<file path="src/rtl/scoreboard_hazard_unit_if.sv">
// ---------------------------------------------------------------------------
// scoreboard_hazard_unit_if
// Bundle between the ID stage and the scoreboard hazard unit.
//   master : ID-stage side. Drives the decoded instruction fields and receives
//            the issue/stall/flush/forward decisions.
//   slave  : hazard unit side.
// Signals (master -> slave):
//   valid_ID, rs1_ID, rs2_ID, rs1use_ID, rs2use_ID, rd_ID, RegWrite_ID,
//   fu_ID (00 ALU, 01 LOAD, 10 MUL, 11 DIV), Branch_ID
// Signals (slave -> master):
//   issue_ID, PC_EN_IF, reg_FD_EN, reg_FD_flush, reg_DE_flush,
//   forward_ctrl_A, forward_ctrl_B, div_busy, stall_cnt
// ---------------------------------------------------------------------------
interface scoreboard_hazard_unit_if #(
    parameter int RW     = 5,
    parameter int PERF_W = 32
);
    logic              valid_ID;
    logic [RW-1:0]     rs1_ID;
    logic [RW-1:0]     rs2_ID;
    logic              rs1use_ID;
    logic              rs2use_ID;
    logic [RW-1:0]     rd_ID;
    logic              RegWrite_ID;
    logic [1:0]        fu_ID;
    logic              Branch_ID;

    logic              issue_ID;
    logic              PC_EN_IF;
    logic              reg_FD_EN;
    logic              reg_FD_flush;
    logic              reg_DE_flush;
    logic [2:0]        forward_ctrl_A;
    logic [2:0]        forward_ctrl_B;
    logic              div_busy;
    logic [PERF_W-1:0] stall_cnt;

    modport master (
        output valid_ID, rs1_ID, rs2_ID, rs1use_ID, rs2use_ID,
               rd_ID, RegWrite_ID, fu_ID, Branch_ID,
        input  issue_ID, PC_EN_IF, reg_FD_EN, reg_FD_flush, reg_DE_flush,
               forward_ctrl_A, forward_ctrl_B, div_busy, stall_cnt
    );

    modport slave (
        input  valid_ID, rs1_ID, rs2_ID, rs1use_ID, rs2use_ID,
               rd_ID, RegWrite_ID, fu_ID, Branch_ID,
        output issue_ID, PC_EN_IF, reg_FD_EN, reg_FD_flush, reg_DE_flush,
               forward_ctrl_A, forward_ctrl_B, div_busy, stall_cnt
    );
endinterface

</file>
<file path="src/rtl/scoreboard_hazard_unit.sv">
// ---------------------------------------------------------------------------
// scoreboard_hazard_unit
// Scoreboard-based hazard unit for an EX stage built from variable-latency
// functional units (ALU, LOAD, pipelined MUL, non-pipelined DIV).
// Every architectural register r (x0 excluded) carries busy/cnt/fu: cnt is the
// number of cycles until the pending result for r appears on the result bus
// of unit fu (0 = this cycle). From that the unit decides RAW, WAW,
// write-port and DIV structural stalls, bus forwarding and branch flush.
// Ports:
//   clk  : clock, rising edge
//   rst  : asynchronous reset, active high
//   sb   : slave side of scoreboard_hazard_unit_if (ID fields in, control out)
// All outputs are combinational from the ID fields and the registered state;
// the scoreboard itself updates on the next clock edge.
// ---------------------------------------------------------------------------
module scoreboard_hazard_unit #(
    parameter int NREG     = 32,
    parameter int RW       = $clog2(NREG),
    parameter int CNT_W    = 5,
    parameter int LAT_ALU  = 1,
    parameter int LAT_LOAD = 2,
    parameter int LAT_MUL  = 3,
    parameter int LAT_DIV  = 16,
    parameter int PERF_W   = 32
) (
    input  logic                   clk,
    input  logic                   rst,
    scoreboard_hazard_unit_if.slave sb
);

    localparam logic [1:0] FU_LOAD = 2'b01;
    localparam logic [1:0] FU_MUL  = 2'b10;
    localparam logic [1:0] FU_DIV  = 2'b11;

    logic [NREG-1:0]   busy_reg, busy_next;
    logic [CNT_W-1:0]  cnt_reg  [NREG];
    logic [CNT_W-1:0]  cnt_next [NREG];
    logic [1:0]        fu_reg   [NREG];
    logic [1:0]        fu_next  [NREG];
    logic [NREG-1:0]   port_hit;

    logic              div_busy_reg;
    logic [CNT_W-1:0]  div_cnt_reg;
    logic [PERF_W-1:0] stall_cnt_reg;

    logic [CNT_W-1:0]  lat_id;
    logic              rs1_ready, rs2_ready;
    logic              raw_haz, waw_haz, port_haz, strc_haz;
    logic              stall, issue;
    logic [2:0]        fwd_a, fwd_b;

    // Latency of the unit the ID instruction targets.
    always_comb begin
        lat_id = CNT_W'(LAT_ALU);
        case (sb.fu_ID)
            FU_LOAD: lat_id = CNT_W'(LAT_LOAD);
            FU_MUL:  lat_id = CNT_W'(LAT_MUL);
            FU_DIV:  lat_id = CNT_W'(LAT_DIV);
            default: lat_id = CNT_W'(LAT_ALU);
        endcase
    end

    // A source whose result is on the bus this cycle (cnt==0) is ready: it is
    // picked up by forwarding rather than stalled on.
    assign rs1_ready = !sb.rs1use_ID || (sb.rs1_ID == '0) ||
                       !busy_reg[sb.rs1_ID] || (cnt_reg[sb.rs1_ID] == '0);
    assign rs2_ready = !sb.rs2use_ID || (sb.rs2_ID == '0) ||
                       !busy_reg[sb.rs2_ID] || (cnt_reg[sb.rs2_ID] == '0);

    assign raw_haz  = !rs1_ready || !rs2_ready;
    // A younger write that would land no later than the older one must wait,
    // otherwise the older result would overwrite it.
    assign waw_haz  = sb.RegWrite_ID && (sb.rd_ID != '0) &&
                      busy_reg[sb.rd_ID] && (lat_id <= cnt_reg[sb.rd_ID]);
    // Single regfile write port: no two results may land in the same cycle.
    assign port_haz = |port_hit;
    assign strc_haz = (sb.fu_ID == FU_DIV) && div_busy_reg;

    assign stall = sb.valid_ID && (raw_haz || waw_haz || port_haz || strc_haz);
    assign issue = sb.valid_ID && !stall;

    // Per-register scoreboard next state. An issue claiming r takes priority
    // over retiring the old entry in the same cycle.
    genvar gi;
    generate
        for (gi = 0; gi < NREG; gi++) begin : g_reg
            if (gi == 0) begin : g_x0
                assign port_hit[gi]  = 1'b0;
                assign busy_next[gi] = 1'b0;
                assign cnt_next[gi]  = '0;
                assign fu_next[gi]   = 2'b00;
            end else begin : g_xr
                logic claim;
                logic counting;
                assign claim        = issue && sb.RegWrite_ID && (sb.rd_ID == RW'(gi));
                assign counting     = busy_reg[gi] && (cnt_reg[gi] != '0);
                assign port_hit[gi] = busy_reg[gi] && (cnt_reg[gi] == lat_id);
                assign busy_next[gi] = claim ? 1'b1 : counting;
                assign cnt_next[gi]  = claim    ? lat_id - CNT_W'(1) :
                                       counting ? cnt_reg[gi] - CNT_W'(1) : cnt_reg[gi];
                assign fu_next[gi]   = claim ? sb.fu_ID : fu_reg[gi];
            end
        end
    endgenerate

    // Forwarding select: {1, fu} when the source's result is on that bus now.
    always_comb begin
        fwd_a = 3'b000;
        fwd_b = 3'b000;
        if (sb.rs1use_ID && (sb.rs1_ID != '0) && busy_reg[sb.rs1_ID] &&
            (cnt_reg[sb.rs1_ID] == '0))
            fwd_a = {1'b1, fu_reg[sb.rs1_ID]};
        if (sb.rs2use_ID && (sb.rs2_ID != '0) && busy_reg[sb.rs2_ID] &&
            (cnt_reg[sb.rs2_ID] == '0))
            fwd_b = {1'b1, fu_reg[sb.rs2_ID]};
    end

    always_ff @(posedge clk or posedge rst) begin
        if (rst) begin
            busy_reg      <= '0;
            for (int i = 0; i < NREG; i++) begin
                cnt_reg[i] <= '0;
                fu_reg[i]  <= 2'b00;
            end
            div_busy_reg  <= 1'b0;
            div_cnt_reg   <= '0;
            stall_cnt_reg <= '0;
        end else begin
            busy_reg <= busy_next;
            for (int i = 0; i < NREG; i++) begin
                cnt_reg[i] <= cnt_next[i];
                fu_reg[i]  <= fu_next[i];
            end
            // DIV occupancy ends one cycle before its result cycle edge, so
            // the divider is free again in the cycle its result is written.
            if (issue && (sb.fu_ID == FU_DIV)) begin
                div_busy_reg <= 1'(LAT_DIV > 1);
                div_cnt_reg  <= CNT_W'(LAT_DIV - 1);
            end else if (div_busy_reg) begin
                if (div_cnt_reg <= CNT_W'(1))
                    div_busy_reg <= 1'b0;
                div_cnt_reg <= div_cnt_reg - CNT_W'(1);
            end
            if (stall && !(&stall_cnt_reg))
                stall_cnt_reg <= stall_cnt_reg + PERF_W'(1);
        end
    end

    assign sb.issue_ID       = issue;
    assign sb.PC_EN_IF       = !stall;
    assign sb.reg_FD_EN      = !stall;
    assign sb.reg_FD_flush   = issue && sb.Branch_ID;
    assign sb.reg_DE_flush   = stall;
    assign sb.forward_ctrl_A = fwd_a;
    assign sb.forward_ctrl_B = fwd_b;
    assign sb.div_busy       = div_busy_reg;
    assign sb.stall_cnt      = stall_cnt_reg;

endmodule

</file>
<file path="src/flat_wrapper.sv">
// flat-port wrapper written by rule: the top's interface ports become plain ports
module scoreboard_hazard_unit_flat 
#(
    parameter int NREG     = 32,
    parameter int RW       = $clog2(NREG),
    parameter int CNT_W    = 5,
    parameter int LAT_ALU  = 1,
    parameter int LAT_LOAD = 2,
    parameter int LAT_MUL  = 3,
    parameter int LAT_DIV  = 16,
    parameter int PERF_W   = 32
)
  (clk, rst, sb_valid_ID, sb_rs1_ID, sb_rs2_ID, sb_rs1use_ID, sb_rs2use_ID, sb_rd_ID, sb_RegWrite_ID, sb_fu_ID, sb_Branch_ID, sb_issue_ID, sb_PC_EN_IF, sb_reg_FD_EN, sb_reg_FD_flush, sb_reg_DE_flush, sb_forward_ctrl_A, sb_forward_ctrl_B, sb_div_busy, sb_stall_cnt);
  scoreboard_hazard_unit_if #(.RW(RW), .PERF_W(PERF_W)) sb_i ();
  input  logic clk;
  input  logic rst;
  input wire logic [$bits(sb_i.valid_ID)-1:0] sb_valid_ID;
  input wire logic [$bits(sb_i.rs1_ID)-1:0] sb_rs1_ID;
  input wire logic [$bits(sb_i.rs2_ID)-1:0] sb_rs2_ID;
  input wire logic [$bits(sb_i.rs1use_ID)-1:0] sb_rs1use_ID;
  input wire logic [$bits(sb_i.rs2use_ID)-1:0] sb_rs2use_ID;
  input wire logic [$bits(sb_i.rd_ID)-1:0] sb_rd_ID;
  input wire logic [$bits(sb_i.RegWrite_ID)-1:0] sb_RegWrite_ID;
  input wire logic [$bits(sb_i.fu_ID)-1:0] sb_fu_ID;
  input wire logic [$bits(sb_i.Branch_ID)-1:0] sb_Branch_ID;
  output wire logic [$bits(sb_i.issue_ID)-1:0] sb_issue_ID;
  output wire logic [$bits(sb_i.PC_EN_IF)-1:0] sb_PC_EN_IF;
  output wire logic [$bits(sb_i.reg_FD_EN)-1:0] sb_reg_FD_EN;
  output wire logic [$bits(sb_i.reg_FD_flush)-1:0] sb_reg_FD_flush;
  output wire logic [$bits(sb_i.reg_DE_flush)-1:0] sb_reg_DE_flush;
  output wire logic [$bits(sb_i.forward_ctrl_A)-1:0] sb_forward_ctrl_A;
  output wire logic [$bits(sb_i.forward_ctrl_B)-1:0] sb_forward_ctrl_B;
  output wire logic [$bits(sb_i.div_busy)-1:0] sb_div_busy;
  output wire logic [$bits(sb_i.stall_cnt)-1:0] sb_stall_cnt;
  assign sb_i.valid_ID = sb_valid_ID;
  assign sb_i.rs1_ID = sb_rs1_ID;
  assign sb_i.rs2_ID = sb_rs2_ID;
  assign sb_i.rs1use_ID = sb_rs1use_ID;
  assign sb_i.rs2use_ID = sb_rs2use_ID;
  assign sb_i.rd_ID = sb_rd_ID;
  assign sb_i.RegWrite_ID = sb_RegWrite_ID;
  assign sb_i.fu_ID = sb_fu_ID;
  assign sb_i.Branch_ID = sb_Branch_ID;
  assign sb_issue_ID = sb_i.issue_ID;
  assign sb_PC_EN_IF = sb_i.PC_EN_IF;
  assign sb_reg_FD_EN = sb_i.reg_FD_EN;
  assign sb_reg_FD_flush = sb_i.reg_FD_flush;
  assign sb_reg_DE_flush = sb_i.reg_DE_flush;
  assign sb_forward_ctrl_A = sb_i.forward_ctrl_A;
  assign sb_forward_ctrl_B = sb_i.forward_ctrl_B;
  assign sb_div_busy = sb_i.div_busy;
  assign sb_stall_cnt = sb_i.stall_cnt;
  scoreboard_hazard_unit #(.NREG(NREG), .RW(RW), .CNT_W(CNT_W), .LAT_ALU(LAT_ALU), .LAT_LOAD(LAT_LOAD), .LAT_MUL(LAT_MUL), .LAT_DIV(LAT_DIV), .PERF_W(PERF_W)) u_core (.clk(clk), .rst(rst), .sb(sb_i));
endmodule
</file>
<file path="config.mk">
export PLATFORM = sky130hd
export DESIGN_NAME = scoreboard_hazard_unit_flat
export DESIGN_NICKNAME = d
export VERILOG_FILES = /design/src/rtl/scoreboard_hazard_unit_if.sv /design/src/rtl/scoreboard_hazard_unit.sv /design/src/flat_wrapper.sv
export SDC_FILE = /design/constraint.sdc
export NUM_CORES = 1
export LEC_CHECK = 0
export BUFFER_PORTS_ARGS = -buffer_cell sky130_fd_sc_hd__buf_2
export CAP_MARGIN = 0
export CORE_MARGIN = 1
export CORE_UTILIZATION = 55
export CTS_BUF_LIST = sky130_fd_sc_hd__clkbuf_4
export CTS_CLUSTER_DIAMETER = 200
export DETAILED_ROUTE_END_ITERATION = 10
export PLACE_DENSITY = 0.8
export SLEW_MARGIN = 10
export SYNTH_ARGS = -nofsm -noshare
export SYNTH_HDL_FRONTEND = slang
export SYNTH_SLANG_ARGS = --single-unit
export TNS_END_PERCENT = 10
</file>
<file path="constraint.sdc">
create_clock -name clk -period 13.5 [get_ports clk]
set_input_delay 2.025 -clock clk [delete_from_list [all_inputs] [get_ports clk]]
set_output_delay 2.025 -clock clk [all_outputs]
set_load 0.005 [all_outputs]
</file>
======== Word-level counts from Yosys, hierarchy flattened ========
Index checks and enable logic that the tools add are counted.
cells by class
  add/sub/neg operators ................... 34
  magnitude comparators ................... 8
  equal/unequal tests ..................... 65
  multiplexer cells ....................... 122
  bitwise logic cells ..................... 3
  reductions and logical operators ........ 199
operators with widths
  kind                                                       count
  2-to-1 mux 5 bit                                           70
  nonzero test 5 bit                                         34
  subtractor 5 x 1 -> 5 bit (second input constant)          33
  == test 5 bit                                              31
  logical AND 1 bit                                          109
  == test 5 bit (second input constant)                      16
  binary-select mux 5 bit (select 5 bit)                     3
  nonzero test 2 bit                                         32
  == test 5 x 4 -> 1 bit (second input constant)             8
  2-to-1 mux 1 bit                                           37
  adder 32 x 1 -> 32 bit (second input constant)             1
  AND reduction 32 bit                                       1
  OR reduction 31 bit                                        1
  binary-select mux 2 bit (select 5 bit)                     2
  == test 5 x 3 -> 1 bit (second input constant)             4
  logical NOT 5 bit                                          4
  greater-or-equal comparator 6 bit (second input constant)  3
  < comparator 5 x 6 -> 1 bit (second input constant)        3
  inverter 5 -> 6 bit                                        3
  binary-select mux 1 bit (select 5 bit)                     3
  one-hot mux 5 bit (3 select lines)                         1
  == test 5 x 2 -> 1 bit (second input constant)             2
  logical OR 1 bit                                           10
  logical NOT 1 bit                                          8
  7 further kinds                                            12
storage, ports and cells
  bits in registers ....................... 286
  bits of input ports ..................... 24
  word-level logic and storage cells ...... 497

======== Logic depth before layout (Yosys ltp) ========
Gate-level depths: netlist of the first run.
  depth in word-level cells ............... 17
  gate-level depth with buffers ........... 21

======== Worst setup path after synthesis of the first run ========
OpenSTA, ideal clock, no wires.
  path kind ............................... input port to output port
  start ................................... input sb_rd_ID[0]
  end ..................................... output sb_reg_FD_flush
  arrival ................................. 6075 ps
  slack ................................... 5400 ps
  cell stages on the path ................. 19
  cells stage by stage .................... buf_6 -> buf_6 -> buf_6 -> clkbuf_1 -> mux4_2 -> mux4_2 -> mux2i_1 -> ha_1 -> nand2_1 -> a31oi_1 -> o211ai_1 -> o21ai_0 -> and4_1 -> nor3_2 -> o311ai_4 -> buf_6 -> buf_6 -> nor2_1 -> and2_1
between the ends
  longest elaborated chain between the ends .. 13
  elaborated cells on any way between the ends .. 18
  classes of those cells .................. 1 x order compare; 5 x mux; 1 x bitwise; 11 x reduce/logical
RTL lines
  item                                                  line                           source
  start: declaration                                    flat_wrapper.sv:22             input wire logic [$bits(sb_i.rd_ID)-1:0] sb_rd_ID;
  inverter 5 -> 6 bit (not written as such)             scoreboard_hazard_unit.sv:74   busy_reg[sb.rd_ID] && (lat_id <= cnt_reg[sb.rd_ID]);
  binary-select mux 5 bit (select 5 bit)                scoreboard_hazard_unit.sv:74
  2-to-1 mux 5 bit (not written as such) (2 in series)  scoreboard_hazard_unit.sv:74
  less-or-equal comparator 5 bit                        scoreboard_hazard_unit.sv:74
  logical AND 1 bit *                                   scoreboard_hazard_unit.sv:74
  logical OR 1 bit * (3 in series)                      scoreboard_hazard_unit.sv:79   assign stall = sb.valid_ID && (raw_haz || waw_haz || port_haz || strc_haz);
  logical AND 1 bit *                                   scoreboard_hazard_unit.sv:79
  logical NOT 1 bit *                                   scoreboard_hazard_unit.sv:80   assign issue = sb.valid_ID && !stall;
  logical AND 1 bit *                                   scoreboard_hazard_unit.sv:80
  via sb_issue_ID                                       flat_wrapper.sv:26             output wire logic [$bits(sb_i.issue_ID)-1:0] sb_issue_ID;
  logical AND 1 bit *                                   scoreboard_hazard_unit.sv:152  assign sb.reg_FD_flush = issue && sb.Branch_ID;
  end: declaration                                      flat_wrapper.sv:29             output wire logic [$bits(sb_i.reg_FD_flush)-1:0] sb_reg_FD_flush;
Mark *: on every way through the listed nets, which the timed path passes. The rest lies on a longest branch. The select of a mux whose other input is x is not followed.

======== Worst setup path in the final report of the first run ========
  start ................................... input sb_rd_ID[0]
  end ..................................... output sb_reg_DE_flush
between the ends
  longest elaborated chain between the ends .. 10
  elaborated cells on any way between the ends .. 15
  classes of those cells .................. 1 x order compare; 5 x mux; 1 x bitwise; 8 x reduce/logical
RTL lines
  item                                                  line                          source
  inverter 5 -> 6 bit (not written as such)             scoreboard_hazard_unit.sv:74
  binary-select mux 5 bit (select 5 bit)                scoreboard_hazard_unit.sv:74
  2-to-1 mux 5 bit (not written as such) (2 in series)  scoreboard_hazard_unit.sv:74
  less-or-equal comparator 5 bit                        scoreboard_hazard_unit.sv:74
  logical AND 1 bit *                                   scoreboard_hazard_unit.sv:74
  logical OR 1 bit * (3 in series)                      scoreboard_hazard_unit.sv:79
  logical AND 1 bit *                                   scoreboard_hazard_unit.sv:79
  end: declaration                                      flat_wrapper.sv:30            output wire logic [$bits(sb_i.reg_DE_flush)-1:0] sb_reg_DE_flush;
Every way passes the cells marked *; elsewhere a longest branch is shown, timed or not. The select of a mux whose other input is x is not followed.

==> flow_summary.ini, run 1 <==
[outcome]
status = completed

[clock_tree]
cts.path.max_buffers = 3
cts-root-buf = clkbuf_4
path_clk_slew_ns = 0.06
post_cts_resize_count = 0
cts_buffers = 79
postCtsSetupRepairBufs = 0
cts_sinks = 286
cts_tree = done
htree_levels = 3
ctsHoldBuffers = 0
clock_latency_ns = 0.83

[global_route]
grtUsageMet2_pct = 48.5
grt.overflow.total = 0
antenna_found_initial = 1
grt_pass1_vias = 16200
use_met1_pct = 43.7
gr-usage-met3_pct = 8.54
grt_usage_pct = 32.5
grt_max_degree = 151
grt_pass1_wl_um = 94300
grt-busiest-layer = met2

[sta]
slew-limit-headroom_pct = 24.1
worst_slew_pin_slew_ns = 1.14
clock.fmax_mhz = 118
drv_slew = 0
finalClockSkew_ns = 0.0828
fin_crit_sh_pct = 62.6
setup_violations = 0
fin_crit_ns = 8.45
fin_tns_setup_ns = 0
hold_violations = 0
rsz0062_at_grt = false

[floorplan]
dieArea_mm2 = 0.0378
initial_utilization_pct = 55.7
fp.coreArea_mm2 = 0.0365
die-height_um = 194
io_pins = 68
rows = 70
die_width_um = 194

[setup_path]
slowest_delay_ns = 0.72
crit_arrival_ns = 6.43
cp_top_family = buffers and inverters
worstPathBufferInverterCount = 4
crit_path_cell_trace = buf_4 > nor2b_1 > a22o_1 > mux4_2 > mux2i_1 > ha_1 > nand2_1 > a31oi_1 > o211ai_1 > o21ai_0 > and4_1 > nor3_2 > o311ai_4 > buf_4 > nand2_1 > inv_1 > buf_2
critPathLaunchType = primary input
crit_path_end_kind = output port
worst_path_max_delay_cell = buf_4
critical_path.max_fanout = 63
worstPathRequired_ns = 11.48
worstSetupPathType = primary input to output port

[yosys]
syn_area_mm2 = 0.0204
synth_edf_count = 0
synth-seq-area-share_pct = 35.2
ys_seq_elements = 286
avgSynthCellArea_um2 = 10.7
syn_inst = 1907
async_reset_ff_share_pct = 100
synth.distinct_cells = 71
synth_flop_cell = dfrtp_1
yosys_warnings = 0
synth_fp_nets = 2002

[drt]
totalWireLength_um = 60700
drc = 0
wl_per_cell_um = 24.7
viasPerCell = 6.64
vias = 16300
drt-pass1-iter-count = 6
drt_iter0_markers = 2099
ant_nets = 0

[power]
ir_worst_vdd_mv = 0.152
p_leak_nw = 9.75
p_clk_share_pct = 18.5
swShare_pct = 43.2
p_per_area_mw_per_mm2 = 195
p_sw_mw = 1.84
p_seq_share_pct = 41.6
intPower_mw = 2.41
comb_power_share_pct = 39.9

[placement]
dpl.hpwl_um = 42200
gp_congestion = 0.990
io_buffers = 67

[cells_and_area]
drive_gt1_share_pct = 23.9
nNetsFinal = 2032
largest_register_ffs = 155
synthToLayoutAreaGrowth_pct = 7.14
final_cell_mix = 286 x dfrtp_1, 159 x xnor2_1, 120 x nand2_1
final_util_pct = 59.7
layout_commonest_cell = dfrtp_1

[min_path]
min_path_type = flip-flop to flip-flop

[run]
drv_cap = 0
[path summary, 6_finish.rpt]
| path | start | endpoint | slack, ns | cells after the start |
|---|---|---|---|---|
| max reg2reg | u_core.cnt_reg[84] | u_core.cnt_reg[78] | 8.62 | 14 |
| max | sb_rd_ID[0] | sb_reg_DE_flush | 5.05 | 17 |
| min reg2reg | u_core.sb.stall_cnt[16] | u_core.sb.stall_cnt[16] | 0.49 | 1 |
| max in group asynchronous | rst | u_core.busy_reg[18] | 10.62 | 3 |
| min | u_core.sb.stall_cnt[16] | u_core.sb.stall_cnt[16] | 0.49 | 1 |
| min in group asynchronous | rst | u_core.sb.stall_cnt[24] | 1.43 | 2 |
[Yosys cell counts (17+ instances only)]
master | n | area, um2
dfrtp_1 | 286 | 7160
xnor2_1 | 160 | 1400
nand2_1 | 120 | 450
mux4_2 | 108 | 2430
mux2_2 | 106 | 1190
nor2_1 | 99 | 372
inv_1 | 95 | 357
xor2_1 | 78 | 683
mux2i_1 | 76 | 761
nand3_1 | 76 | 380
nor3_1 | 75 | 375
clkbuf_1 | 74 | 278
ha_1 | 71 | 888
a21oi_1 | 54 | 270
nor4_1 | 43 | 269
nand4_1 | 42 | 263
buf_2 | 32 | 160
and2_1 | 24 | 150
and3_1 | 24 | 150
mux2_4 | 24 | 360
o21ai_0 | 17 | 85.1
or4_1 | 17 | 128
[cell families (layout without fill, tap and decap cells)]
group | Yosys count | in the layout | synth area share, %
flops | 286 | 286 | 35.2
compound gates | 151 | 151 | 5.08
fa+ha+maj | 71 | 71 | 4.36
buf+inv | 225 | 310 | 4.64
simple gates | 619 | 619 | 16.9
other cells | 0 | 1 | 0
mux | 317 | 317 | 23.6
xor+xnor | 238 | 238 | 10.2
[per-layer routing]
metal | wire (um) | part of all wire [%]
met5 | 0 | 0
met4 | 2850 | 4.7
met3 | 7160 | 12
met2 | 27100 | 45
met1 | 23600 | 39
[stage by stage]
stage / cell area, um2 / hold WS (ns) / setup WS (ns) / power [mW] / instances
final: 21800 / 0.494 / 5.05 / 4.25 / 2461
after global routing: 21800 / 0.511 / 4.69 / 4.49 / 2461
after CTS: 21800 / 0.497 / 5.08 / 4.19 / 2460
after detailed placement: 20800 / 0.488 / 5.11 / 3.39 / 2324
after global placement: 20800 / 0.473 / 5.16 / 3.31 / 2324
after floorplan: 20400 / 0.480 / 3.58 / 2.89 / 1907
[cell type report]
class / instances / area, um2
inverter: 96 / 368
tap: 468 / 586
antenna: 1 / 2.50
multi-input combinational: 1396 / 12300
timing repair buffer: 78 / 433
fill: 2934 / 14700
clock buffer: 117 / 878
sequential: 286 / 7160
clock inverter: 19 / 101
[worst reg2reg max path, stage by stage (launching register included)]
cell and delay (ns):
dfrtp_1 0.51, mux4_2 0.51, mux4_2 0.47, mux2i_1 0.15, ha_1 0.26, nand2_1 0.06, a31oi_1 0.05, o211ai_1 0.12
o21ai_0 0.14, and4_1 0.22, nor3_2 0.29, o311ai_4 0.16, buf_4 0.41, nor4_4 0.98, mux2_4 0.36
[power by group through the flow]
stage          Clock (mW)  Sequential, mW  Combinational, mW
2_1_floorplan           0            1.46               1.43
3_3_place_gp            0            1.72               1.59
3_5_place_dp            0            1.73               1.66
4_1_cts             0.800            1.72               1.68
5_1_grt             0.847            1.78               1.86
6_report            0.786            1.77               1.69
Power figures use the tool's default switching activity.
==> inputs of run 2 (changes only) <==
Clock period 13.5 ns to 8 ns, I/O delays scaled along.
==> flow_summary.ini, run 2 (same netlist as run 1, synthesis figures left out) <==
[power]
ir_worst_vdd_mv = 0.210
p_leak_nw = 9.78
power_mw = 7.16
p_per_area_mw_per_mm2 = 328

[sta]
slew-limit-headroom_pct = 18.7
setup_violations = 0
worst_slew_pin_slew_ns = 1.21
postLayoutSetupSlackWorst_ns = 1.42
whs_ns = 0.485
finalClockSkew_ns = 0.0844
hold_violations = 0
rsz0062_at_grt = false
fin_crit_ns = 6.58
clock.fmax_mhz = 152
drv_slew = 0
fin_crit_sh_pct = 82.2
fin_tns_setup_ns = 0

[clock_tree]
ctsHoldBuffers = 0
cts.path.max_buffers = 3
postCtsSetupRepairBufs = 0
cts-root-buf = clkbuf_4
cts_tree = done
path_clk_slew_ns = 0.06
clock_latency_ns = 0.83
cts_buffers = 79
post_cts_resize_count = 0
htree_levels = 3
cts_sinks = 286

[drt]
ant_nets = 0
vias = 16500
drt_iter0_markers = 1965
drt-pass1-iter-count = 6
wl_per_cell_um = 24.4
totalWireLength_um = 60300
viasPerCell = 6.65
drc = 0

[setup_path]
r2r_slack_ns = 3.25
r2r-end = u_core.fu_reg[30]
worstSetupPathType = primary input to output port
crit_path_end_kind = output port
rr_worst_depth = 14
worstPathBufferInverterCount = 4
worst_path_max_delay_cell = ha_2
critical_path.max_fanout = 35
slowest_delay_ns = 0.82
crit_arrival_ns = 5.38
critPathLaunchType = primary input
path_depth = 14
cp_top_family = simple AND/OR/NAND/NOR gates
crit_path_end = sb_reg_FD_flush
worstReg2RegStart = u_core.cnt_reg[99]
worstPathRequired_ns = 6.80
crit_path_cell_trace = buf_2 > inv_1 > ha_2 > buf_4 > xnor2_1 > nand4_1 > o21ai_0 > nor4_1 > nand4_1 > nor2_2 > o311ai_4 > nor2_1 > and2_1 > buf_2
crit_start = sb_fu_ID[1]

[placement]
gp_congestion = 1.03
io_buffers = 67
postPlaceCellArea_mm2 = 0.0209
dp_cells = 2332
pre_cts_slack_ns = 1.53
dpl.hpwl_um = 42100

[floorplan]
die-height_um = 194
initial_utilization_pct = 55.7
io_pins = 68
dieArea_mm2 = 0.0378
rows = 70
die_width_um = 194
fp.coreArea_mm2 = 0.0365

[cells_and_area]
synthToLayoutAreaGrowth_pct = 7.40
layout.cells.non_filler = 2474
layout_commonest_cell = dfrtp_1
largest_register_ffs = 155
stdcell_area_mm2 = 0.0219
final_cell_mix = 286 x dfrtp_1, 159 x xnor2_1, 120 x nand2_1
nNetsFinal = 2040
final_util_pct = 59.9
drive_gt1_share_pct = 24.3

[outcome]
status = completed

[min_path]
holdPathStages = 1
min_path_type = flip-flop to flip-flop

[global_route]
grt.overflow.total = 0
grt_usage_pct = 32.2
antenna_found_initial = 3
grt_max_degree = 81
grt_pass1_vias = 16200
grt_pass1_wl_um = 93700

[run]
drv_cap = 0
==> run 2: changes by cell type in the layout (fill, tap and decap cells not counted) <==
cell | previous run | this run
buf_4 | 11 | 20
clkinv_2 | 2 | 6
clkbuf_4 | 117 | 114
diode_2 | 1 | 4
buf_12 | 1 | 0
clkinv_1 | 11 | 12
clkinvlp_4 | 2 | 3
inv_8 | 1 | 0
==> run 2: worst min path at each step <==
stage | start | endpoint
floorplan | u_core.sb.stall_cnt[11] | u_core.sb.stall_cnt[11]
global placement | u_core.sb.stall_cnt[16] | u_core.sb.stall_cnt[16]
detailed placement | u_core.sb.stall_cnt[24] | u_core.sb.stall_cnt[24]
CTS | u_core.sb.stall_cnt[24] | u_core.sb.stall_cnt[24]
global route | u_core.sb.stall_cnt[24] | u_core.sb.stall_cnt[24]
finish | u_core.sb.stall_cnt[24] | u_core.sb.stall_cnt[24]
==> run 2: per-layer routing <==
layer | up-vias | wire [um] | GRT usage [%]
li1 | 7047 | - | -
met3 | 228 | 6910 | 9.91
met2 | 1032 | 26600 | 47.6
met4 | 0 | 3030 | 16.8
met1 | 8145 | 23700 | 42.7
met5 | - | 0 | 0
==> run 2: where the power goes <==
part / leakage, nW / internal, mW / switching (mW) / total [mW]
registers: 3.69 / 1.96 / 0.966 / 2.92
logic: 5.50 / 1.46 / 1.45 / 2.91
clock network: 0.587 / 0.662 / 0.670 / 1.33
==> run 2: layout make-up <==
| type | count | area (um2) |
|---|---|---|
| Sequential cell | 286 | 7160 |
| Timing Repair Buffer | 86 | 480 |
| Clock inverter | 24 | 125 |
| Multi-Input combinational cell | 1396 | 12300 |
| Fill cell | 2885 | 14700 |
| Inverter | 96 | 364 |
| Tap cell | 468 | 586 |
| Clock buffer | 114 | 856 |
| Antenna cell | 4 | 10.0 |
==> inputs of run 3 (changes only) <==
Clock period 8 ns to 6.8 ns, I/O delays scaled along.
==> flow_summary.ini, run 3 (same netlist as run 1, synthesis figures left out) <==
[min_path]
min_path_type = primary input to async pin

[clock_tree]
htree_levels = 3
cts-root-buf = clkbuf_4
ctsHoldBuffers = 0
path_clk_slew_ns = 0.07
cts_tree = done
postCtsSetupRepairBufs = 0
post_cts_resize_count = 0
cts_buffers = 78
clock_latency_ns = 0.83
cts.path.max_buffers = 3
cts_sinks = 286

[sta]
fin_crit_sh_pct = 90.0
postLayoutSetupSlackWorst_ns = 0.682
worst_slew_pin_slew_ns = 1.18
rsz0062_at_grt = false
drv_slew = 0
clock.fmax_mhz = 163
setup_violations = 0
hold_violations = 0
finalClockSkew_ns = 0.0796
fin_tns_setup_ns = 0
slew-limit-headroom_pct = 21.3
fin_crit_ns = 6.12

[drt]
ant_nets = 0
drc = 0
viasPerCell = 6.70
wl_per_cell_um = 25.0
totalWireLength_um = 62000
vias = 16600
drt_iter0_markers = 2084
drt-pass1-iter-count = 6

[cells_and_area]
final_util_pct = 60.3
n_fill_cell = 2881
stdcell_area_mm2 = 0.0220
largest_register_ffs = 155
layout_commonest_cell = dfrtp_1
nNetsFinal = 2051
drive_gt1_share_pct = 24.7
final_cell_mix = 286 x dfrtp_1, 159 x xnor2_1, 120 x nand2_1
synthToLayoutAreaGrowth_pct = 8.13

[floorplan]
initial_utilization_pct = 55.7
die_width_um = 194
dieArea_mm2 = 0.0378
die-height_um = 194
fp.coreArea_mm2 = 0.0365
rows = 70
io_pins = 68

[setup_path]
crit_path_end_kind = output port
r2r-end = u_core.fu_reg[0]
critPathLaunchType = primary input
path_depth = 16
rr_worst_depth = 14
worstPathBufferInverterCount = 3
cp_top_family = simple AND/OR/NAND/NOR gates
crit_arrival_ns = 5.10
slowest_delay_ns = 0.66
r2r_slack_ns = 2.24
worstPathRequired_ns = 5.78
critical_path.max_fanout = 35
worstReg2RegStart = u_core.cnt_reg[89]
worstSetupPathType = primary input to output port
worst_path_max_delay_cell = buf_2
crit_path_cell_trace = buf_2 > buf_4 > mux4_2 > mux4_2 > mux2i_1 > ha_1 > nand2_1 > a31oi_1 > o211ai_1 > o21ai_0 > and4_1 > nor3_2 > o311ai_4 > nor2_1 > and2_1 > buf_2

[power]
p_per_area_mw_per_mm2 = 390
ir_worst_vdd_mv = 0.285
swShare_pct = 42.6
intPower_mw = 4.92
p_sw_mw = 3.65
p_leak_nw = 9.87
p_clk_share_pct = 19.3
comb_power_share_pct = 40.2
power_mw = 8.58
p_seq_share_pct = 40.4

[global_route]
grt.overflow.total = 0
grt_pass1_wl_um = 96200
grt_usage_pct = 33.3
grt_pass1_vias = 16300
antenna_found_initial = 2
grt_max_degree = 151

[run]
drv_cap = 0

[placement]
io_buffers = 67
gp_congestion = 1.06
pre_cts_slack_ns = 0.802
postPlaceCellArea_mm2 = 0.0210
dpl.hpwl_um = 43600

[outcome]
status = completed
==> run 3: worst max path at each step <==
stage	startpoint	to	slack [ns]
final	sb_rd_ID[1]	sb_reg_FD_flush	0.68
after global routing	sb_rd_ID[1]	sb_reg_FD_flush	0.48
after CTS	sb_rd_ID[1]	sb_reg_FD_flush	0.80
after detailed placement	sb_rd_ID[1]	sb_reg_FD_flush	0.80
after global placement	sb_rd_ID[1]	sb_reg_FD_flush	0.91
after floorplan	sb_rd_ID[0]	sb_reg_FD_flush	0.71
==> run 3: layout make-up <==
cell class              count  area (um2)  share of cell area (%)
flip-flops and latches    286        7160                    32.5
well taps                 468         586                    2.66
inverters                  96         364                    1.65
clock inverters            16         144                   0.654
repair buffers             98         583                    2.65
diodes                      3        7.51                  0.0341
clock buffers             118         886                    4.02
multi-input cells        1396       12300                    55.8
==> run 3: through the flow <==
step / hold slack, ns / cells
after global routing: 0.335 / 2480
after global placement: 0.472 / 2344
after floorplan: 0.480 / 1907
after CTS: 0.278 / 2478
after detailed placement: 0.477 / 2344
final: 0.307 / 2481
==> run 3: worst register-to-register path: cells and delay by family (launching register included) <==
kind / cells / cell delay, ns
multiplexers: 4 / 1.54
adder cells (fa/ha/maj): 1 / 0.26
AO/OA/AOI/OAI: 4 / 0.50
AND/OR/NAND/NOR: 4 / 1.32
flip-flops: 1 / 0.49
buffers and inverters: 1 / 0.31
==> run 3: routing by layer <==
layer | track usage (%) | up-vias | part of all wire, %
met2 | 50.2 | 1117 | 44
met5 | 0 | - | 0.021
met4 | 15.8 | 2 | 5.0
met1 | 44.4 | 8180 | 39
met3 | 9.63 | 246 | 12
li1 | - | 7073 | -
==> run 3: power by group through the flow <==
stage | registers (mW) | clock network (mW) | logic (mW)
global placement | 3.37 | 0 | 3.24
detailed placement | 3.39 | 0 | 3.39
finish | 3.47 | 1.66 | 3.45
floorplan | 2.90 | 0 | 2.83
global route | 3.49 | 1.77 | 3.77
CTS | 3.37 | 1.68 | 3.41
